File: src/rtl/alu_pkg.sv
// Shared ALU definitions: opcode map, writeback FSM encoding and opcode helpers.
package alu_pkg;

  localparam logic [4:0] OP_ADD  = 5'd1;
  localparam logic [4:0] OP_SUB  = 5'd2;
  localparam logic [4:0] OP_MUL  = 5'd3;
  localparam logic [4:0] OP_DIV  = 5'd4;
  localparam logic [4:0] OP_AND  = 5'd5;
  localparam logic [4:0] OP_OR   = 5'd6;
  localparam logic [4:0] OP_XOR  = 5'd7;
  localparam logic [4:0] OP_SLL  = 5'd8;
  localparam logic [4:0] OP_SRL  = 5'd9;
  localparam logic [4:0] OP_SRA  = 5'd10;
  localparam logic [4:0] OP_SLT  = 5'd11;
  localparam logic [4:0] OP_SLTU = 5'd12;
  localparam logic [4:0] OP_NOR  = 5'd13;
  localparam logic [4:0] OP_XNOR = 5'd14;
  localparam logic [4:0] OP_NOT  = 5'd15;

  typedef enum logic [1:0] {
    StIdle       = 2'd0,
    StSendSingle = 2'd1,
    StSendLo     = 2'd2,
    StSendHi     = 2'd3
  } wb_state_t;

  // True for opcodes whose 2*DATA_W result is written back as LO then HI.
  function automatic logic is_two_beat(input logic [4:0] op,
                                       input logic [4:0] mul_op = OP_MUL,
                                       input logic [4:0] div_op = OP_DIV);
    return (op == mul_op) || (op == div_op);
  endfunction

endpackage

File: src/rtl/alu_flag_gen.sv
// Zero/negative flag computation for the final writeback beat.
// Two-beat results: zero over HI and LO, sign from HI. Single-beat: LO only.
module alu_flag_gen
  import alu_pkg::*;
#(
  parameter int unsigned DATA_W = 32
) (
  input  logic [DATA_W-1:0] i_lo,
  input  logic [DATA_W-1:0] i_hi,
  input  logic              i_two_beat,
  output logic              o_zero,
  output logic              o_neg
);

  // Select flag sources by result width.
  always_comb begin
    o_zero = (i_lo == '0);
    o_neg  = i_lo[DATA_W-1];
    if (i_two_beat) begin
      o_zero = (i_lo == '0) && (i_hi == '0);
      o_neg  = i_hi[DATA_W-1];
    end
  end

endmodule

File: src/rtl/alu_result_writeback.sv
// ALU result writeback sequencer: holds one 2*DATA_W result and emits it as one
// beat (single-width ops) or LO-then-HI beats (MUL/DIV) with valid/ready on both sides.
// Optional flag generation is enabled by defining WB_FLAGS_EN.
module alu_result_writeback
  import alu_pkg::*;
#(
  parameter int unsigned DATA_W = 32,
  parameter int unsigned REG_AW = 4,
  parameter logic [4:0]  MUL_OP = OP_MUL,
  parameter logic [4:0]  DIV_OP = OP_DIV
) (
  input  logic                i_clk,
  input  logic                i_clr,
  input  logic                i_res_valid,
  output logic                o_res_ready,
  input  logic [2*DATA_W-1:0] i_alu_c,
  input  logic [4:0]          i_alu_opcode,
  input  logic [REG_AW-1:0]   i_dest_reg,
  output logic                o_wb_valid,
  input  logic                i_wb_ready,
  output logic [DATA_W-1:0]   o_wb_data,
  output logic [REG_AW-1:0]   o_wb_reg,
  output logic                o_wb_lo,
  output logic                o_wb_hi,
  output logic                o_busy,
  output logic                o_flag_z,
  output logic                o_flag_n
);

  wb_state_t             r_state;
  wb_state_t             w_state_d;
  logic [2*DATA_W-1:0]   r_res;
  logic [REG_AW-1:0]     r_dest;
  logic [DATA_W-1:0]     r_wb_data;
  logic [DATA_W-1:0]     w_wb_data_d;
  logic [REG_AW-1:0]     r_wb_reg;
  logic [REG_AW-1:0]     w_wb_reg_d;
  logic                  w_accept;
  logic [2*DATA_W-1:0]   w_res_next;
  logic [REG_AW-1:0]     w_dest_next;

  // Opcode 0 and >15 are accepted but produce no beat.
  function automatic wb_state_t decode_op(input logic [4:0] op);
    if (is_two_beat(op, MUL_OP, DIV_OP)) begin
      return StSendLo;
    end else if ((op != 5'd0) && (op <= OP_NOT)) begin
      return StSendSingle;
    end else begin
      return StIdle;
    end
  endfunction

  assign o_wb_valid = (r_state != StIdle);
  assign o_busy     = (r_state != StIdle);
  assign o_wb_lo    = (r_state == StSendLo);
  assign o_wb_hi    = (r_state == StSendHi);
  assign o_wb_data  = r_wb_data;
  assign o_wb_reg   = r_wb_reg;

  // A final beat retiring this cycle frees the holding register for a new result.
  assign o_res_ready = (r_state == StIdle) ||
                       (((r_state == StSendSingle) || (r_state == StSendHi)) && i_wb_ready);
  assign w_accept    = i_res_valid && o_res_ready;
  assign w_res_next  = w_accept ? i_alu_c : r_res;
  assign w_dest_next = w_accept ? i_dest_reg : r_dest;

  // Next state and next registered beat contents.
  always_comb begin
    w_state_d   = r_state;
    w_wb_data_d = '0;
    w_wb_reg_d  = '0;
    unique case (r_state)
      StIdle: begin
        if (w_accept) w_state_d = decode_op(i_alu_opcode);
      end
      StSendSingle, StSendHi: begin
        if (i_wb_ready) w_state_d = w_accept ? decode_op(i_alu_opcode) : StIdle;
      end
      StSendLo: begin
        if (i_wb_ready) w_state_d = StSendHi;
      end
      default: w_state_d = StIdle;
    endcase
    unique case (w_state_d)
      StSendSingle: begin
        w_wb_data_d = w_res_next[DATA_W-1:0];
        w_wb_reg_d  = w_dest_next;
      end
      StSendLo: w_wb_data_d = w_res_next[DATA_W-1:0];
      StSendHi: w_wb_data_d = w_res_next[2*DATA_W-1:DATA_W];
      default:  w_wb_data_d = '0;
    endcase
  end

  // State, holding register and registered beat outputs.
  always_ff @(posedge i_clk) begin
    if (!i_clr) begin
      r_state   <= StIdle;
      r_res     <= '0;
      r_dest    <= '0;
      r_wb_data <= '0;
      r_wb_reg  <= '0;
    end else begin
      r_state <= w_state_d;
      if (w_accept) begin
        r_res  <= i_alu_c;
        r_dest <= i_dest_reg;
      end
      r_wb_data <= w_wb_data_d;
      r_wb_reg  <= w_wb_reg_d;
    end
  end

`ifdef WB_FLAGS_EN
  logic w_final_done;
  logic w_flag_z;
  logic w_flag_n;
  logic r_flag_z;
  logic r_flag_n;

  // r_res still holds the retiring result even if a new one loads this edge.
  assign w_final_done = i_wb_ready &&
                        ((r_state == StSendSingle) || (r_state == StSendHi));

  alu_flag_gen #(
    .DATA_W(DATA_W)
  ) u_flag_gen (
    .i_lo      (r_res[DATA_W-1:0]),
    .i_hi      (r_res[2*DATA_W-1:DATA_W]),
    .i_two_beat(r_state == StSendHi),
    .o_zero    (w_flag_z),
    .o_neg     (w_flag_n)
  );

  // Flags update on final-beat completion and hold otherwise.
  always_ff @(posedge i_clk) begin
    if (!i_clr) begin
      r_flag_z <= 1'b0;
      r_flag_n <= 1'b0;
    end else if (w_final_done) begin
      r_flag_z <= w_flag_z;
      r_flag_n <= w_flag_n;
    end
  end

  assign o_flag_z = r_flag_z;
  assign o_flag_n = r_flag_n;
`else
  assign o_flag_z = 1'b0;
  assign o_flag_n = 1'b0;
`endif

endmodule

File: config.mk
export PLATFORM = sky130hd
export DESIGN_NAME = alu_result_writeback
export DESIGN_NICKNAME = d
export VERILOG_FILES = /design/src/rtl/alu_pkg.sv /design/src/rtl/alu_flag_gen.sv /design/src/rtl/alu_result_writeback.sv
export SDC_FILE = /design/constraint.sdc
export NUM_CORES = 1
export LEC_CHECK = 0
export ABC_AREA = 1
export CAP_MARGIN = 20
export CORE_MARGIN = 4
export CORE_UTILIZATION = 49
export DETAILED_ROUTE_END_ITERATION = 8
export PLACE_DENSITY = 0.8
export SYNTH_ARGS = -nofsm -noshare
export SYNTH_HDL_FRONTEND = slang
export SYNTH_SLANG_ARGS = --single-unit
export TNS_END_PERCENT = 20
File: constraint.sdc
create_clock -name i_clk -period 2.7 [get_ports i_clk]
set_input_delay 0.81 -clock i_clk [delete_from_list [all_inputs] [get_ports i_clk]]
set_output_delay 0.81 -clock i_clk [all_outputs]
set_load 0.05 [all_outputs]
==> out/results.tsv, run 1 <==
stage	metric	value	unit
clocking	H-tree depth reported by CTS	3	
die	Die Area	0.0110	mm^2
die	die height	105	um
pwr	pwr dens	570	mW/mm^2
sta	post-route clock period utilization	97.5	%
synth	Mean Syn Cell Area	7.00	um^2
critical_path	endpoint class of the critical path	output pin	
sta	fin crit period	2.63	ns
critical_path	maximum fanout along the worst path	5	
global_route	first-pass GRT wire length	19.1	mm
critical_path	CP Launch Type	register	
place	Buffers on Ports	117	
sta	Max Transition Viols Final	0	
pwr	Leakage	2.87	nW
synth	Post-synth EDFFs	0	
sta	actual slew at the worst max-slew pin	0.690	ns
critical_path	CP Class	register to output pin	
layout	Area growth, synth to finish	33.5	%
sta	relative slew slack	54.0	%
die	Initial Utilization	49.9	%
clocking	clock sink count	106	
clocking	Num CTS Buffers	9	
global_route	GRT Overall Usage	20.7	%
drt	DR vias/cell	4.97	
clocking	Worst-path clk slew	0.09	ns
clocking	Resized Gates After CTS	0	
place	RePlAce Congestion	0.834	
place	Placed Instance Area	0.00589	mm^2
sta	Clock Skew	0.0143	ns
global_route	largest net degree at the start of global routing	65	
clocking	root buffer cell	clkbuf_8	
sta	hold slack	0.522	ns
die	Chip Width	105	um
sta	Setup Total Neg Slack	0	ns
global_route	initial antenna violation count	0	
run_status	status	finished clean	
layout	FILL cells	787	
global_route	GRT Residual Overflow	0	
synth	cell taking the most area after synthesis	dfxtp_1	
pwr	maximum VDD drop	0.000331	V
sta	Max Clock Freq	0.380	GHz
drt	Vias	4358	
layout	most common cell after layout, fill and taps aside	nand2_1	
sta	unrepaired setup endpoints after global routing	no	
layout	layout cells sized above 1	5.36	%
flow_run	maxcap violations	0	
drt	WL final	11.3	mm
layout	final instance area	0.00612	mm^2
synth	Synth cell types	22	
sta	final setup vio count	0	
drt	Final ANT Viol Nets	0	
die	I/O pin cnt	120	
synth	area share of the largest cell type after synthesis	46.3	%
synth	synth top area cells	dfxtp_1 46%, nand2_1 12%, nand3_1 11%, inv_1 8.7%, nor2_1 6.3%	
layout	# diodes	0	
synth	ys flop type	dfxtp_1	
synth	sequential element share of the synthesized area	46.3	%
synth	Gate Count Post-Synth	655	
synth	FF+latch count, synth	106	
layout	post-layout net count	840	
clocking	CTS Hold Bufs	0	
drt	WL/cell	12.9	um
synth	Mapped Area	0.00459	mm^2
layout	Top reg by flops	r_res	
die	Placement Rows	35	
clocking	Post-CTS Setup Bufs	0	
clocking	clk_lat worst skew	0.35	ns
min_path	worst min-delay path class	register to register	
critical_path	CP Data Arrival Time	1.82	ns
global_route	vias in the first global route	4197	
drt	1st-iter DRT viols	229	
die	Core Area	0.00920	mm^2
critical_path	r2r setup slk	0.59	ns
critical_path	Crit path required time	1.89	ns
drt	DR DRC count	0	
clocking	Max Buffers Root-to-Sink	2	
place	DP Wirelength	7.82	mm
synth	Synth warnings	0	
clocking	CTS tree	yes	
sta	final hold violations	0	
layout	commonest non-fill, non-tap cells in the layout	142 x nand2_1, 113 x clkdlybuf4s50_1, 106 x inv_1, 106 x dfxtp_1, 99 x nand3_1	
drt	DRT Pass-1 Iters	4	
synth	Async SR Flop Fraction	0	%
layout	max FFs per register	64	
## where the power goes
part	leakage, nW	total (mW)	switching [mW]	internal (mW)
Sequential	0.873	1.70	0.0301	1.67
Clock	0.113	1.07	0.538	0.537
Combinational	1.89	0.721	0.417	0.304
## routing by layer
layer	vias up	track usage [%]	share of wire [%]	wire [um]
li1	2211	-	-	-
met1	1983	26.6	44	4970
met2	142	35.0	48	5390
met3	22	3.03	5.8	661
met4	0	8.34	2.5	282
met5	-	0	0	0
## layout make-up
type	count	area (um^2)	area share, %
repair buffers	134	1370	22.4
clock buffers	10	128	2.08
multi-input cells	401	1860	30.4
well taps	111	139	2.27
flip-flops and latches	106	2120	34.7
inverters	108	405	6.62
clock inverters	6	97.6	1.59
## cell usage after synthesis (4+ instances only)
| cell | number |
|---|---|
| clkbuf_1 | 16 |
| nor2_1 | 77 |
| a21oi_1 | 32 |
| or2_1 | 4 |
| buf_2 | 7 |
| nand3b_1 | 32 |
| nand3_1 | 99 |
| buf_1 | 7 |
| inv_1 | 106 |
| nand2_1 | 142 |
| dfxtp_1 | 106 |
| buf_4 | 8 |
| o21ai_0 | 4 |
## kinds of logic (layout without fill, tap and decap cells)
family,Yosys count,after routing,share of synthesized area (%)
adders and majority gates,3,3,0.818
AOI/OAI and AO/OA,38,38,4.20
other,1,2,0.0817
and+or+nand+nor,358,358,35.1
buffers and inverters,149,258,13.5
DFF,106,106,46.3
## final timing paths
check | start | endpoint | cells after the start
setup / recovery | r_state[1]$_SDFF_PN0_ | o_wb_valid | 2
hold reg to reg | r_res[21]$_SDFF_PN0_ | r_res[21]$_SDFF_PN0_ | 4
hold / removal | r_res[21]$_SDFF_PN0_ | r_res[21]$_SDFF_PN0_ | 4
setup reg to reg | r_state[0]$_SDFF_PN0_ | o_wb_data[19]$_SDFF_PN0_ | 12
## metrics by stage
| stage | utilization (%) | cells | setup slack (ns) | total power, mW |
|---|---|---|---|---|
| floorplan | - | 656 | 0.343 | 2.18 |
| global placement | 64.1 | 860 | -0.0280 | 2.42 |
| detailed placement | 64.1 | 860 | -0.199 | 2.45 |
| CTS | 66.5 | 876 | 0.0324 | 3.51 |
| global route | 66.6 | 876 | 0.00745 | 3.67 |
| finish | 66.6 | 876 | 0.0664 | 3.49 |
## worst max-delay path, stage by stage, from the launching register on
cell and delay (ns):
dfxtp_1 0.49, or2_2 0.19, clkdlybuf4s50_1 0.80
No activity file was read; power rests on OpenSTA's default activity.
==> run 2: changes to the inputs <==
--- a/config.mk
+++ b/config.mk
@@ -7,10 +7,11 @@
 export LEC_CHECK = 0
 export ABC_AREA = 1
 export CAP_MARGIN = 20
+export CORE_ASPECT_RATIO = 2
 export CORE_MARGIN = 4
-export CORE_UTILIZATION = 49
+export CORE_UTILIZATION = 35
 export DETAILED_ROUTE_END_ITERATION = 8
-export PLACE_DENSITY = 0.8
+export GPL_ROUTABILITY_DRIVEN = 0
 export SYNTH_ARGS = -nofsm -noshare
 export SYNTH_HDL_FRONTEND = slang
 export SYNTH_SLANG_ARGS = --single-unit
==> out/results.tsv, run 2 (synthesis results as in run 1) <==
stage	metric	value	unit	change
run_status	status	finished clean		unchanged
global_route	GRT Overall Usage	17.9	%	was 20.7%
critical_path	Crit path top cell by count	buf_12		
critical_path	worst r2r path cells	11		was 12
place	pre-CTS setup slack	-0.198	ns	was -0.199 ns
critical_path	crit path cell chain	clkdlybuf4s50_1 > nand2_1 > o21ai_4 > buf_12 > buf_12		was or2_2 > clkdlybuf4s50_1
place	Buffers on Ports	117		unchanged
layout	most common cell after layout, fill and taps aside	nand2_1		unchanged
pwr	maximum VDD drop	0.000355	V	was 0.000331 V
sta	final hold violations	0		unchanged
min_path	Hold Crit Start	r_res[10]$_SDFF_PN0_		was r_res[21]$_SDFF_PN0_
clocking	root buffer cell	clkbuf_16		was clkbuf_8
clocking	clk_lat worst skew	0.35	ns	about the same
clocking	H-tree depth reported by CTS	3		unchanged
global_route	first-pass GRT wire length	21.0	mm	was 19.1 mm
layout	# diodes	0		unchanged
critical_path	CP Launch Type	primary input		was register
sta	Max Transition Viols Final	0		unchanged
critical_path	CP Class	primary input to output pin		was register to output pin
min_path	Hold Path End	r_res[10]$_SDFF_PN0_		was r_res[21]$_SDFF_PN0_
sta	Setup WS post-layout	0.0381	ns	was 0.0664 ns
critical_path	worst path bufs/invs	3		was 1
die	Initial Utilization	35.5	%	was 49.9%
min_path	worst min-delay path class	register to register		unchanged
pwr	pwr dens	599	mW/mm^2	was 570 mW/mm^2
sta	hold slack	0.518	ns	was 0.522 ns
layout	FILL cells	1292		was 787
critical_path	CP Data Arrival Time	1.85	ns	was 1.82 ns
min_path	Hold Path Stages	4		unchanged
die	Die Area	0.0151	mm^2	was 0.0110 mm^2
place	DP Wirelength	8.92	mm	was 7.82 mm
global_route	vias in the first global route	4436		was 4197
sta	post-route clock period utilization	98.6	%	was 97.5%
drt	1st-iter DRT viols	235		was 229
clocking	CTS tree	yes		unchanged
clocking	Num CTS Buffers	9		unchanged
critical_path	endpoint class of the critical path	output pin		unchanged
drt	DRT Pass-1 Iters	5		was 4
critical_path	crit-path leading delay family	buffers and inverters		unchanged
critical_path	r2r startpoint	r_state[0]$_SDFF_PN0_		unchanged
critical_path	Crit path required time	1.89	ns	about the same
global_route	GRT Residual Overflow	0		unchanged
layout	post-layout net count	843		was 840
clocking	Worst-path clk slew	0.07	ns	was 0.09 ns
sta	Clock Skew	0.00525	ns	was 0.0143 ns
flow_run	maxcap violations	0		unchanged
drt	Vias	4394		was 4358
critical_path	Worst path slowest cell	clkdlybuf4s50_1		unchanged
layout	Top reg by flops	r_res		unchanged
drt	Final ANT Viol Nets	0		unchanged
die	Chip Width	89.0	um	was 105 um
layout	commonest non-fill, non-tap cells in the layout	142 x nand2_1, 114 x clkdlybuf4s50_1, 106 x inv_1, 106 x dfxtp_1, 99 x nand3_1		was 142 x nand2_1, 113 x clkdlybuf4s50_1, 106 x inv_1, 106 x dfxtp_1, 99 x nand3_1
die	I/O pin cnt	120		unchanged
drt	DR DRC count	0		unchanged
sta	Max Clock Freq	0.376	GHz	was 0.380 GHz
sta	unrepaired setup endpoints after global routing	yes		was no
global_route	largest net degree at the start of global routing	71		was 65
critical_path	r2r setup slk	0.60	ns	was 0.59 ns
drt	DR vias/cell	4.78		was 4.97
clocking	CTS Hold Bufs	0		unchanged
global_route	initial antenna violation count	0		unchanged
die	Core Area	0.0129	mm^2	was 0.00920 mm^2
die	Placement Rows	59		was 35
sta	Setup Total Neg Slack	0	ns	unchanged
critical_path	worst reg2reg path endpoint	o_wb_data[7]$_SDFF_PN0_		was o_wb_data[19]$_SDFF_PN0_
sta	final setup vio count	0		unchanged
sta	fin crit period	2.66	ns	was 2.63 ns
critical_path	CP peak stage delay	0.54	ns	was 0.80 ns
sta	actual slew at the worst max-slew pin	0.561	ns	was 0.690 ns
drt	WL/cell	14.2	um	was 12.9 um
clocking	clock sink count	106		unchanged
die	die height	170	um	was 105 um
clocking	Max Buffers Root-to-Sink	2		unchanged
layout	Area growth, synth to finish	36.8	%	was 33.5%
layout	layout cells sized above 1	5.86	%	was 5.36%
layout	max FFs per register	64		unchanged
critical_path	maximum fanout along the worst path	2		was 5
pwr	Leakage	2.91	nW	was 2.87 nW
drt	WL final	13.0	mm	was 11.3 mm
sta	relative slew slack	62.5	%	was 54.0%
==> run 2: changes by cell type in the layout (fill, tap and decap cells not counted), sizes merged <==
cell / before / now
buf: 19 / 22
bufinv: 2 / 1
clkdlybuf4s50: 113 / 114
dlymetal6s2s: 2 / 1
inv: 110 / 111
==> run 2: cell type report <==
cell class	instances	area [um^2]	share of cell area, %
Clock inverter	6	72.6	1.16
Timing Repair Buffer	137	1400	22.2
Multi-Input combinational cell	401	1860	29.7
Tap cell	152	190	3.03
Clock buffer	10	229	3.65
Inverter	108	405	6.46
Sequential cell	106	2120	33.8
==> run 2: metal layers <==
metal / global-route usage, % / part of all wire [%]
met1: 18.8 / 38
met2: 33.6 / 55
met3: 2.81 / 4.8
met4: 8.23 / 2.4
met5: 0 / 0
==> run 2: how the worst max path moves through the flow <==
stage	start	to	slack (ns)	cells after the start
after global placement	i_wb_ready	o_wb_data[24]$_SDFF_PN0_	-0.12	13
after global routing	i_wb_ready	o_wb_data[13]$_SDFF_PN0_	-0.04	12
after floorplan	i_wb_ready	o_wb_data[10]$_SDFF_PN0_	0.34	12
after detailed placement	i_wb_ready	o_wb_data[23]$_SDFF_PN0_	-0.20	12
final	i_wb_ready	o_res_ready	0.04	5
after CTS	r_state[1]$_SDFF_PN0_	o_wb_lo	0.007	3
==> run 2: timing repair <==
item / 4_1_cts / 5_1_grt
resized for setup: 3 / 3
pin swaps: 0 / 0
setup endpoints to repair: 1 / 17
buffers inserted: 1 / 0
==> run 2: per-stage QoR <==
step | instance area (um^2) | total power [mW] | utilization [%] | std cells
finish | 6280 | 3.76 | 48.6 | 920
global route | 6280 | 3.95 | 48.6 | 920
CTS | 6270 | 3.80 | 48.5 | 920
detailed placement | 5950 | 2.46 | 46.0 | 903
global placement | 5950 | 2.44 | 46.0 | 903
floorplan | 4590 | 2.18 | - | 656
==> run 2: worst min-delay path: stages (launching register included) <==
cell	delay [ns]
dfxtp_1	0.30
inv_1	0.04
nand2_1	0.06
nand2_1	0.05
nor2_1	0.03
==> run 2: where the power goes <==
part | internal, mW | switching, mW | leakage, nW | total (mW)
registers | 1.67 | 0.0302 | 0.873 | 1.70
logic | 0.303 | 0.428 | 1.89 | 0.731
clock network | 0.733 | 0.599 | 0.149 | 1.33
==> run 3: changes to the inputs <==
==> constraint.sdc (replaced) <==
create_clock -name i_clk -period 3.3 [get_ports i_clk]
set_input_delay 0.99 -clock i_clk [delete_from_list [all_inputs] [get_ports i_clk]]
set_output_delay 0.99 -clock i_clk [all_outputs]
set_load 0.05 [all_outputs]
==> out/results.tsv, run 3 (synthesis results as in run 1) <==
stage	metric	value	unit	change
global_route	vias in the first global route	4239		was 4436
layout	FILL cells	1310		was 1292
sta	unrepaired setup endpoints after global routing	no		was yes
critical_path	CP Data Arrival Time	1.97	ns	was 1.85 ns
sta	relative slew slack	49.4	%	was 62.5%
critical_path	maximum fanout along the worst path	15		was 2
clocking	CTS tree	yes		unchanged
layout	max FFs per register	64		unchanged
sta	post-route clock period utilization	89.8	%	
sta	hold slack	0.515	ns	was 0.518 ns
sta	fin crit period	2.96	ns	
layout	layout cells sized above 1	4.49	%	was 5.86%
die	Chip Width	89.0	um	unchanged
critical_path	CP Launch Point	i_wb_ready		unchanged
global_route	GRT Residual Overflow	0		unchanged
die	Core Area	0.0129	mm^2	unchanged
sta	Setup Total Neg Slack	0	ns	unchanged
critical_path	worst reg2reg path endpoint	o_wb_data[25]$_SDFF_PN0_		was o_wb_data[7]$_SDFF_PN0_
critical_path	endpoint class of the critical path	output pin		unchanged
drt	Vias	4268		was 4394
die	Placement Rows	59		unchanged
drt	WL final	12.4	mm	was 13.0 mm
min_path	Hold Path Stages	4		unchanged
clocking	CTS Hold Bufs	0		unchanged
clocking	Resized Gates After CTS	0		was 3
sta	Max Transition Viols Final	0		unchanged
clocking	clk_lat worst skew	0.34	ns	was 0.35 ns
critical_path	CP peak stage delay	0.47	ns	was 0.54 ns
min_path	worst min-delay path class	register to register		unchanged
global_route	largest net degree at the start of global routing	71		unchanged
layout	# diodes	0		unchanged
min_path	Hold Path End	r_res[31]$_SDFF_PN0_		was r_res[10]$_SDFF_PN0_
sta	final setup vio count	0		unchanged
min_path	Hold Crit Start	r_res[31]$_SDFF_PN0_		was r_res[10]$_SDFF_PN0_
die	I/O pin cnt	120		unchanged
pwr	Leakage	2.84	nW	was 2.91 nW
sta	actual slew at the worst max-slew pin	0.758	ns	was 0.561 ns
critical_path	r2r setup slk	1.00	ns	was 0.60 ns
drt	Final ANT Viol Nets	0		unchanged
drt	DRT Pass-1 Iters	4		was 5
layout	post-layout net count	833		was 843
critical_path	Crit path required time	2.31	ns	was 1.89 ns
critical_path	r2r startpoint	r_state[0]$_SDFF_PN0_		unchanged
die	Die Area	0.0151	mm^2	unchanged
critical_path	worst r2r path cells	8		was 11
layout	commonest non-fill, non-tap cells in the layout	142 x nand2_1, 115 x clkdlybuf4s50_1, 106 x inv_1, 106 x dfxtp_1, 99 x nand3_1		was 142 x nand2_1, 114 x clkdlybuf4s50_1, 106 x inv_1, 106 x dfxtp_1, 99 x nand3_1
critical_path	crit-path leading delay family	buffers and inverters		unchanged
drt	DR DRC count	0		unchanged
flow_run	maxcap violations	0		unchanged
die	Initial Utilization	35.5	%	unchanged
clocking	Worst-path clk slew	0.07	ns	about the same
run_status	status	finished clean		unchanged
sta	Max Clock Freq	0.337	GHz	
clocking	Num CTS Buffers	9		unchanged
pwr	pwr dens	505	mW/mm^2	was 599 mW/mm^2
pwr	maximum VDD drop	0.000327	V	was 0.000355 V
critical_path	crit path cell chain	clkdlybuf4s50_1 > nand2_1 > o21ai_4 > buf_12		was clkdlybuf4s50_1 > nand2_1 > o21ai_4 > buf_12 > buf_12
global_route	initial antenna violation count	0		unchanged
drt	WL/cell	13.6	um	was 14.2 um
layout	area of the multi-input gates	0.00186	mm^2	about the same
clocking	Max Buffers Root-to-Sink	2		unchanged
critical_path	CP Class	primary input to output pin		unchanged
pwr	Final Power	3.12	mW	was 3.76 mW
clocking	Post-CTS Setup Bufs	0		was 1
layout	Area growth, synth to finish	34.8	%	was 36.8%
sta	Clock Skew	0.00572	ns	was 0.00525 ns
global_route	first-pass GRT wire length	20.2	mm	was 21.0 mm
clocking	H-tree depth reported by CTS	3		unchanged
drt	DR vias/cell	4.69		was 4.78
die	die height	170	um	unchanged
critical_path	worst path bufs/invs	2		was 3
critical_path	Worst path slowest cell	clkdlybuf4s50_1		unchanged
clocking	root buffer cell	clkbuf_16		unchanged
global_route	GRT Overall Usage	17.2	%	was 17.9%
clocking	clock sink count	106		unchanged
layout	Top reg by flops	r_res		unchanged
place	DP Wirelength	8.67	mm	was 8.92 mm
layout	most common cell after layout, fill and taps aside	nand2_1		unchanged
place	Buffers on Ports	117		unchanged
critical_path	CP Launch Type	primary input		unchanged
drt	1st-iter DRT viols	198		was 235
sta	final hold violations	0		unchanged
layout	Seq. cell area	0.00212	mm^2	unchanged
==> run 3: through the flow <==
stage	setup slack, ns	cells	utilization, %	cell area, um^2
after global routing	0.247	910	47.9	6180
after detailed placement	0.0569	894	45.3	5850
final	0.336	910	47.9	6180
after CTS	0.326	910	47.9	6180
after floorplan	0.763	656	-	4590
after global placement	0.109	894	45.3	5850
==> run 3: tightest hold or removal path: stages, from the launching register on <==
cell,delay (ns)
dfxtp_1,0.30
inv_1,0.04
nand2_1,0.06
nand2_1,0.05
nor2_1,0.03
==> run 3: layout make-up <==
| class | instances | area share [%] |
|---|---|---|
| clock inverter | 4 | 1.19 |
| inverter | 108 | 6.55 |
| clock buffer | 12 | 4.15 |
| timing repair buffer | 127 | 20.6 |
| multi-input combinational | 401 | 30.1 |
| sequential | 106 | 34.3 |
| tap | 152 | 3.08 |
==> run 3: worst max path at each step <==
stage                          endpoint  cells after the start  slack [ns]
3_3_place_gp   o_wb_data[19]$_SDFF_PN0_                      9        0.11
6_report                    o_res_ready                      4        0.34
5_1_grt        o_wb_data[29]$_SDFF_PN0_                      9        0.25
3_5_place_dp   o_wb_data[13]$_SDFF_PN0_                      9        0.06
4_1_cts                     o_res_ready                      4        0.33
2_1_floorplan  o_wb_data[10]$_SDFF_PN0_                     12        0.76
==> run 3: report_power, final <==
group | total (mW) | internal, mW | switching [mW] | leakage (nW)
clock network | 1.17 | 0.707 | 0.461 | 0.163
registers | 1.39 | 1.36 | 0.0237 | 0.873
logic | 0.569 | 0.230 | 0.339 | 1.80
total | 3.12 | 2.30 | 0.824 | 2.84
==> run 3: routing by layer <==
metal,vias to the layer above,track usage (%),part of all wire (%)
li1,2192,-,-
met1,1961,18.4,38
met3,22,3.10,4.0
met5,-,0,0
met2,93,31.5,54
met4,0,8.17,3.3
